$ cat config.mk
export PLATFORM = sky130hd
export DESIGN_NAME = pipe_hazard_ctrl
export DESIGN_NICKNAME = d
export VERILOG_FILES = /design/src/rtl/pipe_hazard_ctrl.sv
export SDC_FILE = /design/constraint.sdc
export NUM_CORES = 1
export LEC_CHECK = 0
export CORE_AREA = 4 4 78 80
export DETAILED_ROUTE_END_ITERATION = 7
export DIE_AREA = 0 0 82 84
export PLACE_DENSITY = 0.75
export SLEW_MARGIN = 25
export SYNTH_ARGS = -nofsm -noshare
export SYNTH_HDL_FRONTEND = slang
export SYNTH_SLANG_ARGS = --single-unit
$ cat constraint.sdc
create_clock -name clk -period 3.3 [get_ports clk]
set_clock_uncertainty 0.1 [all_clocks]
set_input_delay 0.66 -clock clk [delete_from_list [all_inputs] [get_ports clk]]
set_output_delay 0.66 -clock clk [all_outputs]
set_load 0.02 [all_outputs]
$ cat src/rtl/pipe_hazard_ctrl.sv
// RV32I issue controller: register scoreboard, RAW stall, redirect flush and debug halt sequencing.
// Issue decisions are combinational from the decode inputs and the registered scoreboard/FSM state.
module pipe_hazard_ctrl #(
  parameter int unsigned FLUSH_CYCLES = 1
) (
  input  logic        clk,
  input  logic        rst,
  input  logic        id_valid,
  input  logic        id_rs1_re,
  input  logic [4:0]  id_rs1_addr,
  input  logic        id_rs2_re,
  input  logic [4:0]  id_rs2_addr,
  input  logic        id_rd_we,
  input  logic [4:0]  id_rd_addr,
  input  logic        wb_we,
  input  logic [4:0]  wb_addr,
  input  logic        ex_redirect,
  input  logic        halt_req,
  input  logic        resume_req,
  output logic        id_issue,
  output logic        stall_if,
  output logic        stall_id,
  output logic        flush_id,
  output logic [31:0] busy_vec,
  output logic        halted,
  output logic [1:0]  state
);

  typedef enum logic [1:0] {
    StRun    = 2'd0,
    StFlush  = 2'd1,
    StDrain  = 2'd2,
    StHalted = 2'd3
  } state_e;

  state_e      state_q, state_d;
  logic [2:0]  cnt_q, cnt_d;
  logic [31:0] busy_q, busy_d;
  logic        halted_q, halted_d;
  logic        rs1_haz, rs2_haz;

  // Same-cycle writeback counts as ready because the regfile writes through.
  assign rs1_haz = id_rs1_re && busy_q[id_rs1_addr] && !(wb_we && (wb_addr == id_rs1_addr));
  assign rs2_haz = id_rs2_re && busy_q[id_rs2_addr] && !(wb_we && (wb_addr == id_rs2_addr));

  always_ff @(posedge clk) begin
    if (rst) begin
      state_q  <= StRun;
      cnt_q    <= 3'd0;
      busy_q   <= 32'd0;
      halted_q <= 1'b0;
    end else begin
      state_q  <= state_d;
      cnt_q    <= cnt_d;
      busy_q   <= busy_d;
      halted_q <= halted_d;
    end
  end

  always_comb begin
    state_d = state_q;
    cnt_d   = cnt_q;
    unique case (state_q)
      StRun: begin
        if (ex_redirect) begin
          state_d = StFlush;
          cnt_d   = 3'(FLUSH_CYCLES);
        end else if (halt_req) begin
          state_d = StDrain;
        end
      end
      StFlush: begin
        if (ex_redirect) begin
          cnt_d = 3'(FLUSH_CYCLES);
        end else begin
          cnt_d = cnt_q - 3'd1;
          if (cnt_q == 3'd1) begin
            state_d = halt_req ? StDrain : StRun;
          end
        end
      end
      StDrain: begin
        if ((busy_q == 32'd0) && !wb_we) begin
          state_d = StHalted;
        end
      end
      StHalted: begin
        if (resume_req && !halt_req) begin
          state_d = StRun;
        end
      end
      default: state_d = StRun;
    endcase
    halted_d = (state_d == StHalted);
  end

  always_comb begin
    id_issue = id_valid && (state_q == StRun) && !rs1_haz && !rs2_haz && !ex_redirect;
    flush_id = ex_redirect || (state_q == StFlush);
    stall_id = id_valid && !id_issue && !flush_id;
    stall_if = stall_id || (state_q == StDrain) || (state_q == StHalted);
  end

  // Set after clear so a newer writer to the same index stays pending.
  always_comb begin
    busy_d = busy_q;
    if (wb_we && (wb_addr != 5'd0)) begin
      busy_d[wb_addr] = 1'b0;
    end
    if (id_issue && id_rd_we && (id_rd_addr != 5'd0)) begin
      busy_d[id_rd_addr] = 1'b1;
    end
    busy_d[0] = 1'b0;
  end

  assign busy_vec = busy_q;
  assign halted   = halted_q;
  assign state    = state_q;

endmodule
==> results of run 1 <==
-- critical path, delay by kind of cell --
| kind | cells | cell delay, ps |
|---|---|---|
| compound gates | 1 | 240 |
| simple gates | 4 | 560 |
| xor+xnor | 1 | 200 |
| buf+inv | 3 | 780 |
-- worst paths after layout --
path,end,cells past startpoint,slack (ps),startpoint
worst max register to register,busy_vec[15],7,1030,busy_vec[14]
worst min-delay path,cnt_q[1],2,390,cnt_q[1]
worst max-delay path,stall_id,9,100,wb_addr[0]
worst min register to register,cnt_q[1],2,390,cnt_q[1]
-- where the power goes --
part	internal (uW)	switching [uW]
sequential	453	9.49
clock	146	162
combinational	114	123
-- cell usage in the layout (no fill, tap or decap), types with 2 or more instances in the layout --
cell type        instances
nand2b_1                 6
nor3_1                   6
nand4b_1                 3
o21ai_1                 13
mux4_2                  10
clkinv_2                 2
xnor2_1                  2
mux2_2                   2
nor4_1                   8
nor3b_1                  3
mux4_1                   2
dfxtp_1                 37
dlygate4sd2_1            3
clkbuf_2                 2
nor2b_1                 22
buf_4                   42
inv_1                    9
clkbuf_8                 5
nor4_2                   2
nand3_1                 11
o21ai_0                 33
nand3_2                  4
a21oi_1                  9
ha_1                     2
nand3b_1                21
mux2i_1                 11
clkdlybuf4s50_1         59
nor2_1                  12
nand2_1                 30
and3_1                   2
xor2_1                   8
nand4_1                  3
-- flip-flops by register name (all words and copies together) (netlist names) --
signal,cells
halted,1
state,2
cnt_q,3
busy_vec,31
-- timing repair --
item | 4_1_cts | 5_1_grt
setup buffers | 1 | 0
resized for setup | 22 | 10
pin swaps | 1 | 0
endpoints found under the setup margin | 3 | 3
-- cells by family after synthesis --
family                     synth area share
other                               0.00144
muxes                                 0.164
AOI/OAI and AO/OA                     0.144
xor gates and xnor gates             0.0336
and+or+nand+nor                       0.311
buffers and inverters                0.0514
DFF                                   0.284
adders and majority gates           0.00961
-- through the flow --
stage          hold WS (ps)  worst slack [ps]  setup TNS, ps
2_1_floorplan           350              43.5              0
3_3_place_gp            365              -673          -1880
3_5_place_dp            385              -777          -2030
4_1_cts                 397             -20.2          -20.2
5_1_grt                 414              10.1              0
6_report                395              98.6              0
-- metal layers --
| metal | share of wire | routed length (um) | GRT usage |
|---|---|---|---|
| met5 | 0 | 0 | 0 |
| met4 | 0.021 | 179 | 0.0937 |
| met3 | 0.087 | 750 | 0.0486 |
| met2 | 0.48 | 4140 | 0.420 |
| met1 | 0.41 | 3530 | 0.344 |
-- area by class of cell --
class / instances / area, sq um
timing repair buffer: 109 / 978
inverter: 9 / 33.8
sequential: 37 / 741
multi-input combinational: 241 / 1780
tap: 72 / 90.1
clock buffer: 6 / 72.6
clock inverter: 2 / 10.0
fill: 462 / 1700
==> results.toml, run 1 <==
[routing]
firstDrtPassIters = 5
finalWirelength_um = 8600
drt_iter0_markers = 209
antenna_left = 0
drt-vias-per-instance = 5.91
wl_per_cell_um = 18.1
via_count = 2813
drc = 0

[final_layout]
finalNetCount = 435
final_cells = 476
diodes = 0
fin_util = 0.685
design_area_sq_um = 3700
drive_gt1_frac = 0.208
syn2layout_area_growth_pct = 42.1

[logic_synthesis]
synth-seq-cells = 37
yosys-top-cells-area = "dfxtp_1, mux4_2, o21ai_0"
seq_area_frac_synth = 0.284
synth_area_sq_um = 2600
syn_nets = 338
synth_common_cells = "dfxtp_1, o21ai_0, nand2_1"
synth_edf_count = 0
yosys.area.top_type = "dfxtp_1"
yosysUniqueCellTypes = 43
yosys_warnings = 0
synth.most_common_cell = "dfxtp_1"
synth_ff_type = "dfxtp_1"
async_reset_ff_frac = 0
syn_inst = 306
syn_area_per_cell_sq_um = 8.51
synth.top_cell.area_share = 0.284

[global_routing]
grt_pass1_vias = 2781
grt.total_usage = 0.261
grt_pass1_wl_um = 13900
overflow = 0
grt_max_degree = 21
antenna_found_initial = 0

[timing]
rsz0062_at_grt = "false"
hold_violations = 0
fmax_mhz = 312
max-slew-margin-rel = 0.500
drv_slew = 0
period_share = 0.970
fin_crit_ps = 3200
tightest_slew_ps = 747
setup_violations = 0

[placement]
placed_cell_area_sq_um = 3580
dp_cells = 467
hpwlAfterDp_um = 6720
port_buffers = 67
finalWeightedCongestion = 0.941

[cts]
cts.sinks = 37
clockBufferDepth = 2
htree_levels = 2
clk_pin_slew_worst_paths_ps = 70
clock_latency_ps = 290
holdBufCountCts = 0
cts_tree = "done"
cts-root-buf = "clkbuf_8"
cts_made_buffers = 5

[die]
dieArea_sq_um = 6890
core_area_sq_um = 5410
ios = 69
die_y_um = 84
rows = 27
fp.dieW_um = 82
start_util = 0.482

[pwr]
total_power_uw = 1010
worst_ir_drop_vdd_uv = 187
p_leak_uw = 0.00134
p_per_area_nw_per_um2 = 272

[worst_setup_path]
cp_max_fo = 3
cpPeakStageDelay_ps = 500
cp-start-kind = "input port"
end_kind = "primary output"
slowest_stage = "clkdlybuf4s50_1"
worstSetupPathType = "input port to primary output"
path_cells = "clkdlybuf4s50_1 -> buf_4 -> xor2_1 -> nor4_2 -> a31oi_1 -> nand4_2 -> and2_2 -> nor2_1 -> buf_4"
cpMostUsedCell = "buf_4"
worstPathArrival_ps = 2440
worstPathRequired_ps = 2540

[min_path]
hold_class = "flop to flop"

[flow_run]
drv_cap = 0

[status]
status = "complete, no violations"
No activity file was read; power rests on OpenSTA's default activity.
==> run 2, diff against run 1 <==
--- a/config.mk
+++ b/config.mk
@@ -5,10 +5,11 @@
 export SDC_FILE = /design/constraint.sdc
 export NUM_CORES = 1
 export LEC_CHECK = 0
-export CORE_AREA = 4 4 78 80
+export ABC_AREA = 1
+export CORE_AREA = 4 4 81 83
 export DETAILED_ROUTE_END_ITERATION = 7
-export DIE_AREA = 0 0 82 84
-export PLACE_DENSITY = 0.75
+export DIE_AREA = 0 0 85 87
+export PLACE_DENSITY = 0.76
 export SLEW_MARGIN = 25
 export SYNTH_ARGS = -nofsm -noshare
 export SYNTH_HDL_FRONTEND = slang
==> run 2 against run 1 <==
Synthesized area rose by 11%; total power rose by 28%; non-clock buffer count shrank 6; hold slack worse by 31 ps; combinational power increased by 47%; flip-flop and latch count unchanged; final cell count rose by 36%; synthesized cell count increased by 58%; critical path type unchanged; largest cell class unchanged; largest power group is now the clock network.
==> results.toml, run 2 <==
[status]
status = "complete, no violations"

[die]
die_y_um = 87
start_util = 0.494
ios = 69
dieArea_sq_um = 7400
fp.dieW_um = 85
core_area_sq_um = 5850
rows = 28

[pwr]
p_leak_uw = 0.00162
worst_ir_drop_vdd_uv = 283
p_per_area_nw_per_um2 = 327

[logic_synthesis]
synth.most_common_cell = "nand2_1"
yosys.area.top_type = "dfxtp_1"
synth_edf_count = 0
synth_area_sq_um = 2890
syn_nets = 517
synth_common_cells = "nand2_1, nand3_1, inv_1"
yosysUniqueCellTypes = 30
yosys_warnings = 0
synth.top_cell.area_share = 0.256
syn_inst = 485
async_reset_ff_frac = 0
synth_ff_type = "dfxtp_1"
syn_area_per_cell_sq_um = 5.96
synth-seq-cells = 37
yosys-top-cells-area = "dfxtp_1, nand3_1, nand2_1"
seq_area_frac_synth = 0.256

[worst_setup_path]
worstPathArrival_ps = 2380
cpMostUsedCell = "inv_1"
worstSetupPathType = "input port to primary output"
slowest_stage = "clkdlybuf4s50_1"
path_cells = "clkdlybuf4s50_1 -> inv_1 -> nor2_1 -> nor2_1 -> nand3_1 -> nand2_1 -> inv_1 -> nand2_1 -> nor2_2 -> nor2_4 -> nand3b_1 -> inv_1 -> buf_2"
cpPeakStageDelay_ps = 570
cp_max_fo = 4
end_kind = "primary output"
worstPathRequired_ps = 2540
cp-start-kind = "input port"

[final_layout]
num-fill-cells = 537
layout_commonest_cell = "nand2_1"
largest_reg_flops = 31
final_cell_mix = "nand2_1, nand3_1, clkdlybuf4s50_1"
finalNetCount = 604
syn2layout_area_growth_pct = 36.3
diodes = 0
drive_gt1_frac = 0.115
fin_util = 0.674

[global_routing]
grt_max_degree = 38
grt.total_usage = 0.288
overflow = 0
grt_pass1_wl_um = 16900
antenna_found_initial = 0
grt_pass1_vias = 3299

[routing]
via_count = 3615
antenna_left = 0
wl_per_cell_um = 16.3
finalWirelength_um = 10500
drt_iter0_markers = 293
drt-vias-per-instance = 5.58
firstDrtPassIters = 5
drc = 0

[cts]
clk_pin_slew_worst_paths_ps = 80
cts_tree = "done"
clock_latency_ps = 300
post_cts_buffers = 0
clockBufferDepth = 2
htree_levels = 2
cts-root-buf = "clkbuf_8"
cts_made_buffers = 5
holdBufCountCts = 0
cts.sinks = 37

[timing]
rsz0062_at_grt = "false"
drv_slew = 0
period_share = 0.953
hold_slack_ps = 363
fmax_mhz = 318
setup_violations = 0
hold_violations = 0
fin_crit_ps = 3140

[placement]
port_buffers = 67
finalWeightedCongestion = 0.981
hpwlAfterDp_um = 8180

[flow_run]
drv_cap = 0

[min_path]
hold_class = "flop to flop"
==> run 2: cell count changes after synthesis, moves of 10 or more <==
cell,change
inv_1,+52
nand2_1,+60
mux2i_1,-12
nand3b_1,-20
o21ai_1,-10
nor2_1,+47
a21oi_1,+27
nand3_1,+75
nor2b_1,-22
==> run 2: critical path: cells and delay by family <==
| kind | cells | cell delay [ps] |
|---|---|---|
| buffers and inverters | 5 | 950 |
| and+or+nand+nor | 8 | 750 |
==> run 2: cell type report <==
class	instances	area [sq um]	area share
Multi-Input combinational cell	362	1760	0.446
Timing Repair Buffer	103	981	0.249
Sequential cell	37	741	0.188
Inverter	63	236	0.0600
Tap cell	75	93.8	0.0238
Clock buffer	5	68.8	0.0175
Clock inverter	3	65.1	0.0165
==> run 2: where the power goes <==
group / internal (uW) / total (uW) / switching [uW]
Combinational: 143 / 349 / 207
Sequential: 458 / 469 / 10.9
Clock: 300 / 470 / 170
==> run 2: cells by family after synthesis <==
family,synth area share
and+or+nand+nor,0.425
other,0.00130
DFF,0.256
AOI/OAI and AO/OA,0.165
adders and majority gates,0.00865
buffers and inverters,0.137
xor gates and xnor gates,0.00606
==> run 2: metal layers <==
layer  vias to the layer above  routed length (um)  global-route usage
met5                         -                   0                   0
met4                         0                 227              0.0863
met3                        19                 999              0.0587
met2                       200                4900               0.468
met1                      1616                4400               0.387
li1                       1780                   -                   -
==> run 2: metrics by stage <==
| stage | setup TNS [ps] | setup slack, ps | instance area, sq um | total power [uW] | instances |
|---|---|---|---|---|---|
| 2_1_floorplan | 0 | 679 | 2890 | 680 | 485 |
| 3_3_place_gp | -1030 | -388 | 3800 | 820 | 639 |
| 3_5_place_dp | -1080 | -404 | 3800 | 823 | 639 |
| 4_1_cts | 0 | 47.2 | 3930 | 1280 | 647 |
| 5_1_grt | 0 | 5.45 | 3940 | 1340 | 648 |
| 6_report | 0 | 156 | 3940 | 1290 | 648 |
==> run 2: repair_timing <==
| item | 4_1_cts | 5_1_grt |
|---|---|---|
| gates resized for setup | 11 | 11 |
| endpoints found under the setup margin | 3 | 3 |
| gates cloned | 0 | 1 |
| pin swaps | 0 | 2 |
==> run 2: worst paths after layout <==
path                            slack, ps           start  cells past startpoint           to
worst min-delay path                  360        cnt_q[1]                      2     cnt_q[1]
worst max-delay path                  160  id_rs1_addr[2]                     13     stall_id
worst min register to register        360        cnt_q[1]                      2     cnt_q[1]
worst max register to register       1260    busy_vec[16]                     11  busy_vec[8]
==> run 3, diff against run 2 <==
--- a/config.mk
+++ b/config.mk
@@ -6,10 +6,10 @@
 export NUM_CORES = 1
 export LEC_CHECK = 0
 export ABC_AREA = 1
-export CORE_AREA = 4 4 81 83
+export CORE_AREA = 4 4 104 106
 export DETAILED_ROUTE_END_ITERATION = 7
-export DIE_AREA = 0 0 85 87
-export PLACE_DENSITY = 0.76
+export DIE_AREA = 0 0 108 110
+export PLACE_DENSITY = 0.5
 export SLEW_MARGIN = 25
 export SYNTH_ARGS = -nofsm -noshare
 export SYNTH_HDL_FRONTEND = slang
==> constraint.sdc (replaced) <==
create_clock -name clk -period 2.7 [get_ports clk]
set_clock_uncertainty 0.1 [all_clocks]
set_input_delay 0.54 -clock clk [delete_from_list [all_inputs] [get_ports clk]]
set_output_delay 0.54 -clock clk [all_outputs]
set_load 0.02 [all_outputs]
==> run 3 against run 2 <==
Global-route usage shrank 8.1 points; via count grew 0.83%; largest cell class unchanged; register-to-register slack lost 660 ps; setup slack got worse by 82 ps; clock power is 8.9% lower; cell area up 9.8%; utilization decreased by 23 points; critical path type unchanged; total power grew 15%; non-clock buffer count rose by 38; highest routed layer unchanged; sequential power is 22% higher; hold slack about the same.
==> results.toml, run 3 (synthesized netlist as in run 2, its figures left out) <==
[status]
status = "complete, no violations"

[final_layout]
finalNetCount = 642
final_cell_mix = "nand2_1, nand3_1, buf_4"
layout_commonest_cell = "nand2_1"
design_area_sq_um = 4330
fin_util = 0.443
syn2layout_area_growth_pct = 49.7
drive_gt1_frac = 0.200
largest_reg_flops = 31
diodes = 0

[cts]
clockBufferDepth = 2
clk_pin_slew_worst_paths_ps = 70
clock_latency_ps = 290
htree_levels = 2
cts_tree = "done"
cts_made_buffers = 5
cts.sinks = 37
cts-root-buf = "clkbuf_8"

[worst_setup_path]
worstRegToRegCells = 14
cp-start-kind = "input port"
worstPathRequired_ps = 2060
critical_path.startpoint = "id_rs1_addr[0]"
slowest_stage = "clkbuf_4"
rr_startpoint = "busy_vec[27]"
end_kind = "primary output"
worstSetupPathType = "input port to primary output"
path_cells = "clkbuf_4 -> buf_12 -> o211ai_1 -> nand3_1 -> nand3_1 -> nand2_1 -> nor2_1 -> nor2_2 -> nor2_4 -> nand3b_1 -> nand2_1 -> buf_4"
cpPeakStageDelay_ps = 170
worstPathArrival_ps = 1990
cp_max_fo = 12

[die]
dieArea_sq_um = 11900
fp.dieW_um = 108
core_area_sq_um = 9770
rows = 36
start_util = 0.296
ios = 69
die_y_um = 110

[min_path]
hold_class = "flop to flop"
min_from = "cnt_q[1]"
hold_path_depth = 2

[routing]
firstDrtPassIters = 5
wl_per_cell_um = 16.3
drt_iter0_markers = 277
via_count = 3645
antenna_left = 0
drc = 0
finalWirelength_um = 12100
drt-vias-per-instance = 4.90

[timing]
fmax_mhz = 381
setup_violations = 0
setup_slack_ps = 74.6
rsz0062_at_grt = "true"
fin_crit_ps = 2630
period_share = 0.972
drv_slew = 0
hold_violations = 0
hold_slack_ps = 363
finalSetupTns_ps = 0

[pwr]
worst_ir_drop_vdd_uv = 207
p_leak_uw = 0.00183
p_per_area_nw_per_um2 = 343

[global_routing]
grt_max_degree = 38
antenna_found_initial = 0
grt_pass1_vias = 3450
grt_pass1_wl_um = 18900
overflow = 0
grt.total_usage = 0.207

[placement]
placed_cell_area_sq_um = 4130
finalWeightedCongestion = 0.949
port_buffers = 67
dp_slack_ps = -752
hpwlAfterDp_um = 9640

[flow_run]
drv_cap = 0
## run 3: cell count changes in the layout (fill, tap and decap cells not counted), sizes merged
cell	previous run	this run
clkdlybuf4s50	59	48
bufinv	2	0
dlygate4sd2	2	7
dlymetal6s2s	3	0
buf	38	78
clkbuf	5	13
bufbuf	0	1
## run 3: stage by stage
stage                     power, uW  std cells
after global routing           1560        744
final                          1480        744
after global placement         1040        731
after CTS                      1490        742
after floorplan                 832        485
after detailed placement       1040        731
## run 3: final cells by class
type / instances / area (sq um)
Fill cell: 1094 / 5450
Multi-Input combinational cell: 362 / 1780
Timing Repair Buffer: 141 / 1300
Sequential cell: 37 / 741
Inverter: 63 / 239
Tap cell: 133 / 166
Clock buffer: 7 / 96.3
Clock inverter: 1 / 5.00
## run 3: worst paths after layout
check | endpoint | slack (ps)
worst max-delay path | stall_if | 70
worst max register to register | busy_vec[24] | 600
worst min-delay path | cnt_q[1] | 360
worst min register to register | cnt_q[1] | 360
## run 3: worst max-delay path, delay by kind of cell
| kind | cells | cell delay [ps] |
|---|---|---|
| and+or+nand+nor | 8 | 800 |
| buffers and inverters | 3 | 480 |
| AOI/OAI and AO/OA | 1 | 160 |
## run 3: metal layers
metal  track usage  part of all wire  up-vias
li1              -                 -     1860
met1         0.289              0.48     1645
met2         0.345              0.46      129
met3        0.0122             0.046       11
met4        0.0613             0.019        0
met5             0                 0        -
## run 3: power by group
group	internal [uW]	switching, uW
combinational	207	278
sequential	560	10.2
clock	231	197
## run 3: timing repair
| item | CTS | global route |
|---|---|---|
| hold buffers | 0 | 0 |
| buffers inserted | 1 | 2 |
| pin swaps | 5 | 12 |
| gates resized for setup | 49 | 21 |
| gates cloned | 2 | 0 |
| setup endpoints to repair | 3 | 4 |
